## config.mk

```make
export PLATFORM = sky130hd
export DESIGN_NAME = emu_state_reporter
export DESIGN_NICKNAME = d
export VERILOG_FILES = /design/src/rtl/emu_pkg.sv /design/src/rtl/uart_byte_tx.sv /design/src/rtl/emu_state_reporter.sv
export SDC_FILE = /design/constraint.sdc
export NUM_CORES = 1
export LEC_CHECK = 0
export ABC_CLOCK_PERIOD_IN_PS = 7900
export CORE_ASPECT_RATIO = 1.5
export CORE_MARGIN = 1
export CORE_UTILIZATION = 62
export DETAILED_ROUTE_END_ITERATION = 7
export GPL_ROUTABILITY_DRIVEN = 1
export HOLD_SLACK_MARGIN = 0.02
export PLACE_DENSITY = 0.85
export SYNTH_ARGS = -nofsm -noshare
export SYNTH_HDL_FRONTEND = slang
export SYNTH_SLANG_ARGS = --single-unit
export TNS_END_PERCENT = 20
```

## constraint.sdc

```tcl
create_clock -name CLK -period 7.9 [get_ports CLK]
set_clock_uncertainty 0.15 [all_clocks]
set_input_delay 1.58 -clock CLK [delete_from_list [all_inputs] [get_ports CLK]]
set_output_delay 1.58 -clock CLK [all_outputs]
set_load 0.05 [all_outputs]
```

## src/rtl/emu_pkg.sv

```systemverilog
// emu_pkg: output-state layout and frame constants shared with the emulator-side decoder
//   STATE_LEN, field offsets, frame header/length, FSM state type, byte/checksum helpers
package emu_pkg;
    localparam int STATE_LEN = 52;
    localparam int PAD_LEN = 56;
    localparam int LED_LSB = 0;
    localparam int HEX0_LSB = 10;
    localparam int HEX_STEP = 7;
    localparam logic [7:0] FRAME_HEADER = 8'hA5;
    localparam int FRAME_BYTES = 9;

    typedef enum logic [1:0] {S_IDLE, S_LOAD, S_SEND} state_t;

    function automatic logic [7:0] pad_byte(input logic [PAD_LEN-1:0] pad, input logic [3:0] k);
        return 8'(pad >> {k, 3'b000});
    endfunction

    // Checksum covers the seven data bytes only; the header is excluded
    function automatic logic [7:0] frame_csum(input logic [PAD_LEN-1:0] pad);
        logic [7:0] c;
        c = '0;
        for (int k = 0; k < FRAME_BYTES - 2; k++) c = c ^ pad_byte(pad, 4'(k));
        return c;
    endfunction
endpackage

```

## src/rtl/uart_byte_tx.sv

```systemverilog
// uart_byte_tx: 8N1 UART byte transmitter with valid/ready handshake
//   CLK, RST_N (sync, active-low), DATA[7:0]/VALID in, READY out, TX out (idle high)
module uart_byte_tx #(
    parameter int DIV = 4
) (
    input  logic       CLK,
    input  logic       RST_N,
    input  logic [7:0] DATA,
    input  logic       VALID,
    output logic       READY,
    output logic       TX
);
    localparam int CW = $clog2(DIV);

    logic [8:0]    r_sh;
    logic [3:0]    r_bit;
    logic [CW-1:0] r_cnt;
    logic          r_busy;
    logic          r_tx;

    // Ready already in the final stop-bit clock so the next start bit follows without a gap
    assign READY = !r_busy || (r_bit == 4'd9 && r_cnt == CW'(DIV - 1));
    assign TX = r_tx;

    always_ff @(posedge CLK) begin
        if (!RST_N) begin
            r_busy <= 1'b0;
            r_tx <= 1'b1;
            r_bit <= '0;
            r_cnt <= '0;
            r_sh <= '1;
        end else if (VALID && READY) begin
            r_busy <= 1'b1;
            r_tx <= 1'b0;
            r_sh <= {1'b1, DATA};
            r_bit <= '0;
            r_cnt <= '0;
        end else if (r_busy) begin
            if (r_cnt == CW'(DIV - 1)) begin
                r_cnt <= '0;
                if (r_bit == 4'd9) begin
                    r_busy <= 1'b0;
                end else begin
                    r_bit <= r_bit + 4'd1;
                    r_tx <= r_sh[0];
                    r_sh <= {1'b1, r_sh[8:1]};
                end
            end else begin
                r_cnt <= r_cnt + 1'b1;
            end
        end
    end
endmodule

```

## src/rtl/emu_state_reporter.sv

```systemverilog
// emu_state_reporter: serializes the 52-bit output-state vector to the host on change
//   CLK, RST_N (sync, active-low), STATE_IN[51:0], FORCE_SEND in; TX (8N1), BUSY out
//   Frame: HEADER, D0..D6 (padded state, LSB byte first), XOR checksum of D0..D6
module emu_state_reporter
    import emu_pkg::*;
#(
    parameter int         CLK_HZ = 50000000,
    parameter int         BAUD = 115200,
    parameter logic [7:0] HEADER = FRAME_HEADER
) (
    input  logic                 CLK,
    input  logic                 RST_N,
    input  logic [STATE_LEN-1:0] STATE_IN,
    input  logic                 FORCE_SEND,
    output logic                 TX,
    output logic                 BUSY
);
    localparam int DIV = CLK_HZ / BAUD;
    // Clocks after the checksum byte is accepted until BUSY drops in its last stop-bit clock
    localparam int TAIL = 10 * DIV - 1;
    localparam int TW = $clog2(TAIL + 1);

    state_t               r_state;
    logic [STATE_LEN-1:0] r_snap;
    logic [STATE_LEN-1:0] r_last;
    logic                 r_pend;
    logic                 r_busy;
    logic [7:0]           r_csum;
    logic [3:0]           r_idx;
    logic [TW-1:0]        r_tmr;
    logic [PAD_LEN-1:0]   w_pad;
    logic                 w_valid;
    logic                 w_ready;
    logic [7:0]           w_data;

    assign w_pad = {{(PAD_LEN - STATE_LEN){1'b0}}, r_snap};
    assign w_valid = r_state == S_LOAD || (r_state == S_SEND && r_idx < 4'(FRAME_BYTES));
    // r_idx 1..7 selects D0..D6, the last index selects the checksum
    assign w_data = r_state == S_LOAD ? HEADER :
                    r_idx == 4'(FRAME_BYTES - 1) ? r_csum : pad_byte(w_pad, r_idx - 4'd1);
    assign BUSY = r_busy;

    uart_byte_tx #(.DIV(DIV)) u_tx (
        .CLK  (CLK),
        .RST_N(RST_N),
        .DATA (w_data),
        .VALID(w_valid),
        .READY(w_ready),
        .TX   (TX)
    );

    always_ff @(posedge CLK) begin
        if (!RST_N) begin
            r_state <= S_IDLE;
            r_snap <= '0;
            r_last <= '0;
            r_pend <= 1'b1;
            r_busy <= 1'b0;
            r_csum <= '0;
            r_idx <= '0;
            r_tmr <= '0;
        end else begin
            if (FORCE_SEND && r_state != S_IDLE) r_pend <= 1'b1;
            case (r_state)
                S_IDLE: begin
                    if (STATE_IN != r_last || r_pend || FORCE_SEND) begin
                        r_snap <= STATE_IN;
                        r_last <= STATE_IN;
                        r_pend <= 1'b0;
                        r_busy <= 1'b1;
                        r_state <= S_LOAD;
                    end
                end
                S_LOAD: begin
                    r_csum <= frame_csum(w_pad);
                    if (w_ready) begin
                        r_idx <= 4'd1;
                        r_state <= S_SEND;
                    end
                end
                default: begin
                    if (r_idx < 4'(FRAME_BYTES)) begin
                        if (w_ready) begin
                            r_idx <= r_idx + 4'd1;
                            r_tmr <= '0;
                        end
                    end else if (r_tmr == TW'(TAIL - 1)) begin
                        r_busy <= 1'b0;
                        r_idx <= '0;
                        r_state <= S_IDLE;
                    end else begin
                        r_tmr <= r_tmr + 1'b1;
                    end
                end
            endcase
        end
    end
endmodule
```

---- Word-level counts from Yosys, hierarchy flattened ----
Cells that the tools add are included.
cells by class
  shifts and indexed selects .............. 1
  muxes and demuxes ....................... 35
  $add $sub $neg .......................... 5
  $lt $le $gt $ge ......................... 1
  reduce and logical (&&, ||, !) cells .... 25
  bitwise operators ....................... 11
  equal/unequal tests ..................... 14
operators by type and width
  cell                                                                      count
  52-bit inequality test                                                    1
  52-bit by 7-bit >> shifter with 8-bit output                              1
  8-bit 2-to-1 mux                                                          6
  8-bit bitwise XOR                                                         5
  13-bit 2-to-1 mux                                                         3
  4-bit 2-to-1 mux                                                          4
  1-bit 2-to-1 mux                                                          14
  13-bit by 1-bit adder with 13-bit output (second input constant)          1
  13-bit equality test (second input constant)                              1
  4-bit AND reduction                                                       3
  9-bit by 1-bit adder with 9-bit output (second input constant)            1
  9-bit equality test (second input constant)                               1
  9-bit 2-to-1 mux                                                          1
  3-bit AND reduction                                                       3
  4-bit by 1-bit adder with 4-bit output (second input constant)            2
  4-bit equality test (second input constant)                               2
  2-bit 2-to-1 mux                                                          4
  4-bit one-hot mux with 2 select lines                                     1
  2-bit nonzero test                                                        4
  8-bit by 4-bit bitwise XOR with 8-bit output                              1
  2-bit by 1-bit inequality test with 1-bit output (second input constant)  3
  2-bit inequality test (second input constant)                             3
  3-bit nonzero test                                                        2
  1-bit NOT                                                                 5
  other kinds (13)                                                          20
storage, ports and cells
  register bits ........................... 104

---- Logic depth before layout (Yosys ltp) ----
  word-level depth ........................ 6
  gate-level depth with buffers ........... 10
  mapped depth without buffers ............ 8

---- Hierarchy ----
Synthesis repeated with hierarchy kept, for this count alone.
second synthesis, totals
  cell total of the unflattened synthesis .. 717
  area, all modules ....................... 6184.7 um2
by module, submodules not included
  module              area each (um2)  times used  sequential area each (um2)  cells an instance
  emu_state_reporter  4986.0           1           1621.6                      581
  uart_byte_tx        1198.6           1           460.4                       136

---- Worst setup path before layout ----
No wires, ideal clock.
  kind .................................... input port to flip-flop
  from .................................... input STATE_IN[19]
  to ...................................... register r_state[0]
  required time ........................... 7.635 ns
  slack ................................... 4.449 ns
  stages .................................. 8
  setup time .............................. 0.115 ns
  path buffers ............................ 2
  data arrival time ....................... 3.186 ns
  cell sequence ........................... xnor2_1 > o221ai_1 > or4_1 > nor4_1 > a311oi_1 > buf_6 > buf_8 > o21a_1
on the way
  longest elaborated chain between the ends .. 5
RTL lines
  item                                    line                      text
  from (decl)                             emu_state_reporter.sv:13  input logic [STATE_LEN-1:0] STATE_IN,
  52-bit inequality test                  emu_state_reporter.sv:66  if (STATE_IN != r_last || r_pend || FORCE_SEND) begin
  1-bit logical OR (2 in a row)           emu_state_reporter.sv:66
  2-bit inequality test (no source line)  n/a
  4-bit AND reduction (no source line)    n/a
  to (signal assigned)                    emu_state_reporter.sv:71  r_state <= S_LOAD;
  to (signal assigned)                    emu_state_reporter.sv:78  r_state <= S_SEND;
  to (signal assigned)                    emu_state_reporter.sv:90  r_state <= S_IDLE;
  to (decl)                               emu_state_reporter.sv:23  state_t r_state;
Every way passes these cells.
A chain may end at the register's enable or synchronous reset.

---- Worst setup path after layout ----
  from .................................... input STATE_IN[19]
  to ...................................... register r_last[48]
on the way
  longest elaborated chain between the ends .. 4
RTL lines
  item                                  line                      text
  52-bit inequality test                emu_state_reporter.sv:66
  1-bit logical OR (2 in a row)         emu_state_reporter.sv:66
  2-bit AND reduction (no source line)  n/a
  to (signal assigned)                  emu_state_reporter.sv:56  r_last <= '0;
  to (signal assigned)                  emu_state_reporter.sv:68  r_last <= STATE_IN;
  to (decl)                             emu_state_reporter.sv:25  logic [STATE_LEN-1:0] r_last;
Every way passes these cells.

==> impl_summary.log <==
[metrics] critical path capture point type: flop
[metrics] HPWL after detailed placement: 11,050 um
[metrics] Non-Filler Instances: 842
[metrics] final hold viol count: 0
[metrics] die span in y: 122.3 um
[metrics] area used by multi-input combinational logic: 3630 um2
[metrics] Slew headroom: 19.43%
[metrics] Max IR drop VDD: 0.0001460 V
[metrics] TritonCTS buffer count: 9
[metrics] core footprint: 9308 um2
[metrics] number of max-slew violations in the final report: 0
[metrics] Period Utilization, post-route: 60.15%
[metrics] number of nets in the final layout: 789
[metrics] type of the most critical hold path: reg -> reg
[metrics] biggest area consumer among synthesized cells: sky130_fd_sc_hd__dfxtp_1
[metrics] Critical path origin: STATE_IN[19]
[metrics] post-layout min period: 4752 ps
[metrics] number of global-route vias before repair: 4,964
[metrics] number of instances resized during post-cts repair: 0
[metrics] post-route antenna net violation count: 0
[metrics] hold_buf cts: 0
[metrics] worst hold path cell count: 2
[metrics] Routed wire per std cell: 17.75 um
[metrics] R2R setup slack: 4340 ps
[metrics] largest net degree at the start of global routing: 82
[metrics] layout overhead on the synthesized area: 13.95%
[metrics] Congestion Overflow GR: 0
[metrics] CTS root buf: sky130_fd_sc_hd__clkbuf_16
[metrics] die extent in x: 82.19 um
[metrics] post-synthesis instance total: 688
[metrics] FFs w/ async S/R, synth: 0%
[metrics] overall via count from detail_route: 5,071
[metrics] number of sinks on the clock net: 104
[metrics] total routing resource utilization after global routing: 32.17%
[metrics] Post-CTS Repair Setup Buffers: 0
[metrics] Synth Cell Area: 5981 um2
[metrics] Total Wirelength: 14,940 um
[metrics] leading post-synthesis cells by cell area: sky130_fd_sc_hd__dfxtp_1 35%, sky130_fd_sc_hd__xnor2_1 10%, sky130_fd_sc_hd__mux2i_1 9.4%, sky130_fd_sc_hd__nand2_1 8.7%, sky130_fd_sc_hd__xor2_1 5.1%
[metrics] pin slew with the least headroom to its limit: 1198 ps
[metrics] commonest cells after routing, fill and taps aside: 138 x sky130_fd_sc_hd__nand2_1, 104 x sky130_fd_sc_hd__dfxtp_1, 71 x sky130_fd_sc_hd__xnor2_1
[metrics] number of warning messages in the yosys log: 0
[metrics] cell count after placement: 826
[metrics] termination of the worst setup path: r_last[48]
[metrics] total nets after synthesis: 752
[metrics] RSZ-0062 raised after global routing: no
[metrics] number of port buffers: 56
[metrics] worst skew pair latency: 350 ps
[metrics] number of search-and-repair iterations in the first detailed-routing pass: 6
[metrics] I/O pins: 57
[metrics] initial DRC count: 366
[metrics] Arrival @ worst endpoint: 4800 ps
[metrics] Max Cap Violations: 0
[metrics] top achievable clock speed: 210.5 MHz
[metrics] total of flip-flops plus latches after synthesis: 104
[metrics] final routed DRC violation total: 0
[metrics] worst reg2reg path startpoint: r_idx[0]
[metrics] top-area cell type share of the netlist area: 34.81%
[metrics] vias per cell: 6.023
[metrics] data required time at the worst endpoint: 7950 ps
[metrics] Mean Syn Cell Area: 8.693 um2
[metrics] most frequent standard cell in the layout excluding fill and tap cells: sky130_fd_sc_hd__nand2_1
[metrics] outcome: finished clean
[metrics] antenna violations before repair: 0
[metrics] post-synthesis cell type count: 56
[metrics] R2R depth: 8
[metrics] proportion of synthesized chip area in sequential cells: 34.81%
[metrics] maximum fanout encountered on the critical timing path: 44
[metrics] Leakage: 0.002704 uW
[metrics] start-to-end type of the worst setup path: in -> reg
[metrics] proportion of layout cells with a drive suffix above 1: 5.068%
[metrics] CTS clk-pin slew, worst paths: 70 ps
[metrics] Worst Setup Start Kind: primary input
[metrics] clock tree from TritonCTS: built
[metrics] # fillers: 705
[metrics] most frequently used flop master after synthesis: sky130_fd_sc_hd__dfxtp_1
[metrics] setup tns final: 0 ps
[metrics] RR Endpoint: u_tx.r_sh[4]
[metrics] power density over cell area: 245.2 nW/um2
[metrics] number of enable-type register cells in the synthesized netlist: 0
[metrics] total inserted antenna cells: 0
[metrics] area of the die: 10,050 um2
[metrics] number of levels in the clock H-tree: 3
[metrics] final estimated routing congestion in global placement: 0.9575
[metrics] final setup fails: 0
[metrics] wire length of the first global-routing pass: 23,960 um
[metrics] Sequential cell area: 2082 um2
[metrics] Cell Rows: 43
[metrics] starting utilization of the core area: 64.26%
[metrics] maximum clock insertion buffer count: 2
## critical path, stage by stage
cell and delay [ps]:
sky130_fd_sc_hd__clkdlybuf4s50_1 500, sky130_fd_sc_hd__xnor2_1 130, sky130_fd_sc_hd__o221ai_1 180, sky130_fd_sc_hd__or4_1 570
sky130_fd_sc_hd__nor4_1 790, sky130_fd_sc_hd__a311oi_4 340, sky130_fd_sc_hd__buf_4 450, sky130_fd_sc_hd__mux2i_1 220
## cell type report
class / count / share of cell area (%)
inverters: 26 / 1.432
repair buffers: 59 / 8.518
well taps: 112 / 2.056
flip-flops and latches: 104 / 30.55
clock buffers: 13 / 3.965
multi-input cells: 525 / 53.26
clock inverters: 3 / 0.2203
## cells in the mapped netlist, types with 6 or more instances
master	number
sky130_fd_sc_hd__nand2_1	138
sky130_fd_sc_hd__a221oi_1	6
sky130_fd_sc_hd__ha_1	9
sky130_fd_sc_hd__o21ai_0	19
sky130_fd_sc_hd__mux2i_1	56
sky130_fd_sc_hd__nor2b_1	6
sky130_fd_sc_hd__and2_1	6
sky130_fd_sc_hd__nor4_1	9
sky130_fd_sc_hd__xnor2_1	71
sky130_fd_sc_hd__nand3_1	16
sky130_fd_sc_hd__inv_1	25
sky130_fd_sc_hd__a21oi_1	7
sky130_fd_sc_hd__clkbuf_1	25
sky130_fd_sc_hd__xor2_1	35
sky130_fd_sc_hd__nand4_1	12
sky130_fd_sc_hd__nor2_1	43
sky130_fd_sc_hd__mux2_2	6
sky130_fd_sc_hd__dfxtp_1	104
sky130_fd_sc_hd__a22oi_1	6
sky130_fd_sc_hd__mux4_2	8
## registers in the layout (all words and copies together) (netlist names)
name	count
r_last	52
r_tmr	13
u_tx.r_cnt	9
r_csum	8
u_tx.r_sh	8
r_idx	4
u_tx.r_bit	4
r_state	2
BUSY	1
r_pend	1
u_tx.TX	1
u_tx.r_busy	1
## layer usage
layer	up-vias	part of all wire, %	track usage (%)
met3	59	4.8	5.204
met2	181	52	56.92
met5	-	0	0
li1	2437	-	-
met1	2394	36	32.82
met4	0	7.0	24.23
## logic make-up after synthesis
group	count (synthesis)	share of synthesized area, %
AOI/OAI and AO/OA	87	10.52
xor gates and xnor gates	106	15.52
adders and majority gates	9	1.883
buffers and inverters	59	4.791
DFF	104	34.81
muxes	70	13.51
and+or+nand+nor	253	18.95
## worst min-delay path by stage
stage,from,slack (ps),end
floorplan,r_last[16],290,r_last[16]
global placement,r_last[16],300,r_last[16]
detailed placement,u_tx.r_sh[5],330,u_tx.r_sh[5]
CTS,r_last[16],340,r_last[16]
global route,r_last[16],360,r_last[16]
finish,r_last[16],340,r_last[16]
## through the flow
step                      setup slack (ps)  util [%]  total power (uW)  area (um2)  hold slack [ps]
after floorplan                       4449         -              1110        5981            294.3
after global placement                3069     70.16              1220        6530            304.6
after detailed placement              2947     70.16              1244        6530            329.9
after CTS                             3304     73.22              1672        6815            341.6
after global routing                  3057     73.22              1751        6815            363.3
final                                 3148     73.22              1671        6815            340.9
## report_power, final
group / switching, uW / internal, uW / leakage (uW)
sequential: 98.1 / 594 / 0.000854
combinational: 282 / 269 / 0.00170
clock: 190 / 238 / 0.000145
total: 570 / 1100 / 0.00270
Note: power is estimated with default switching activity, not from simulation.
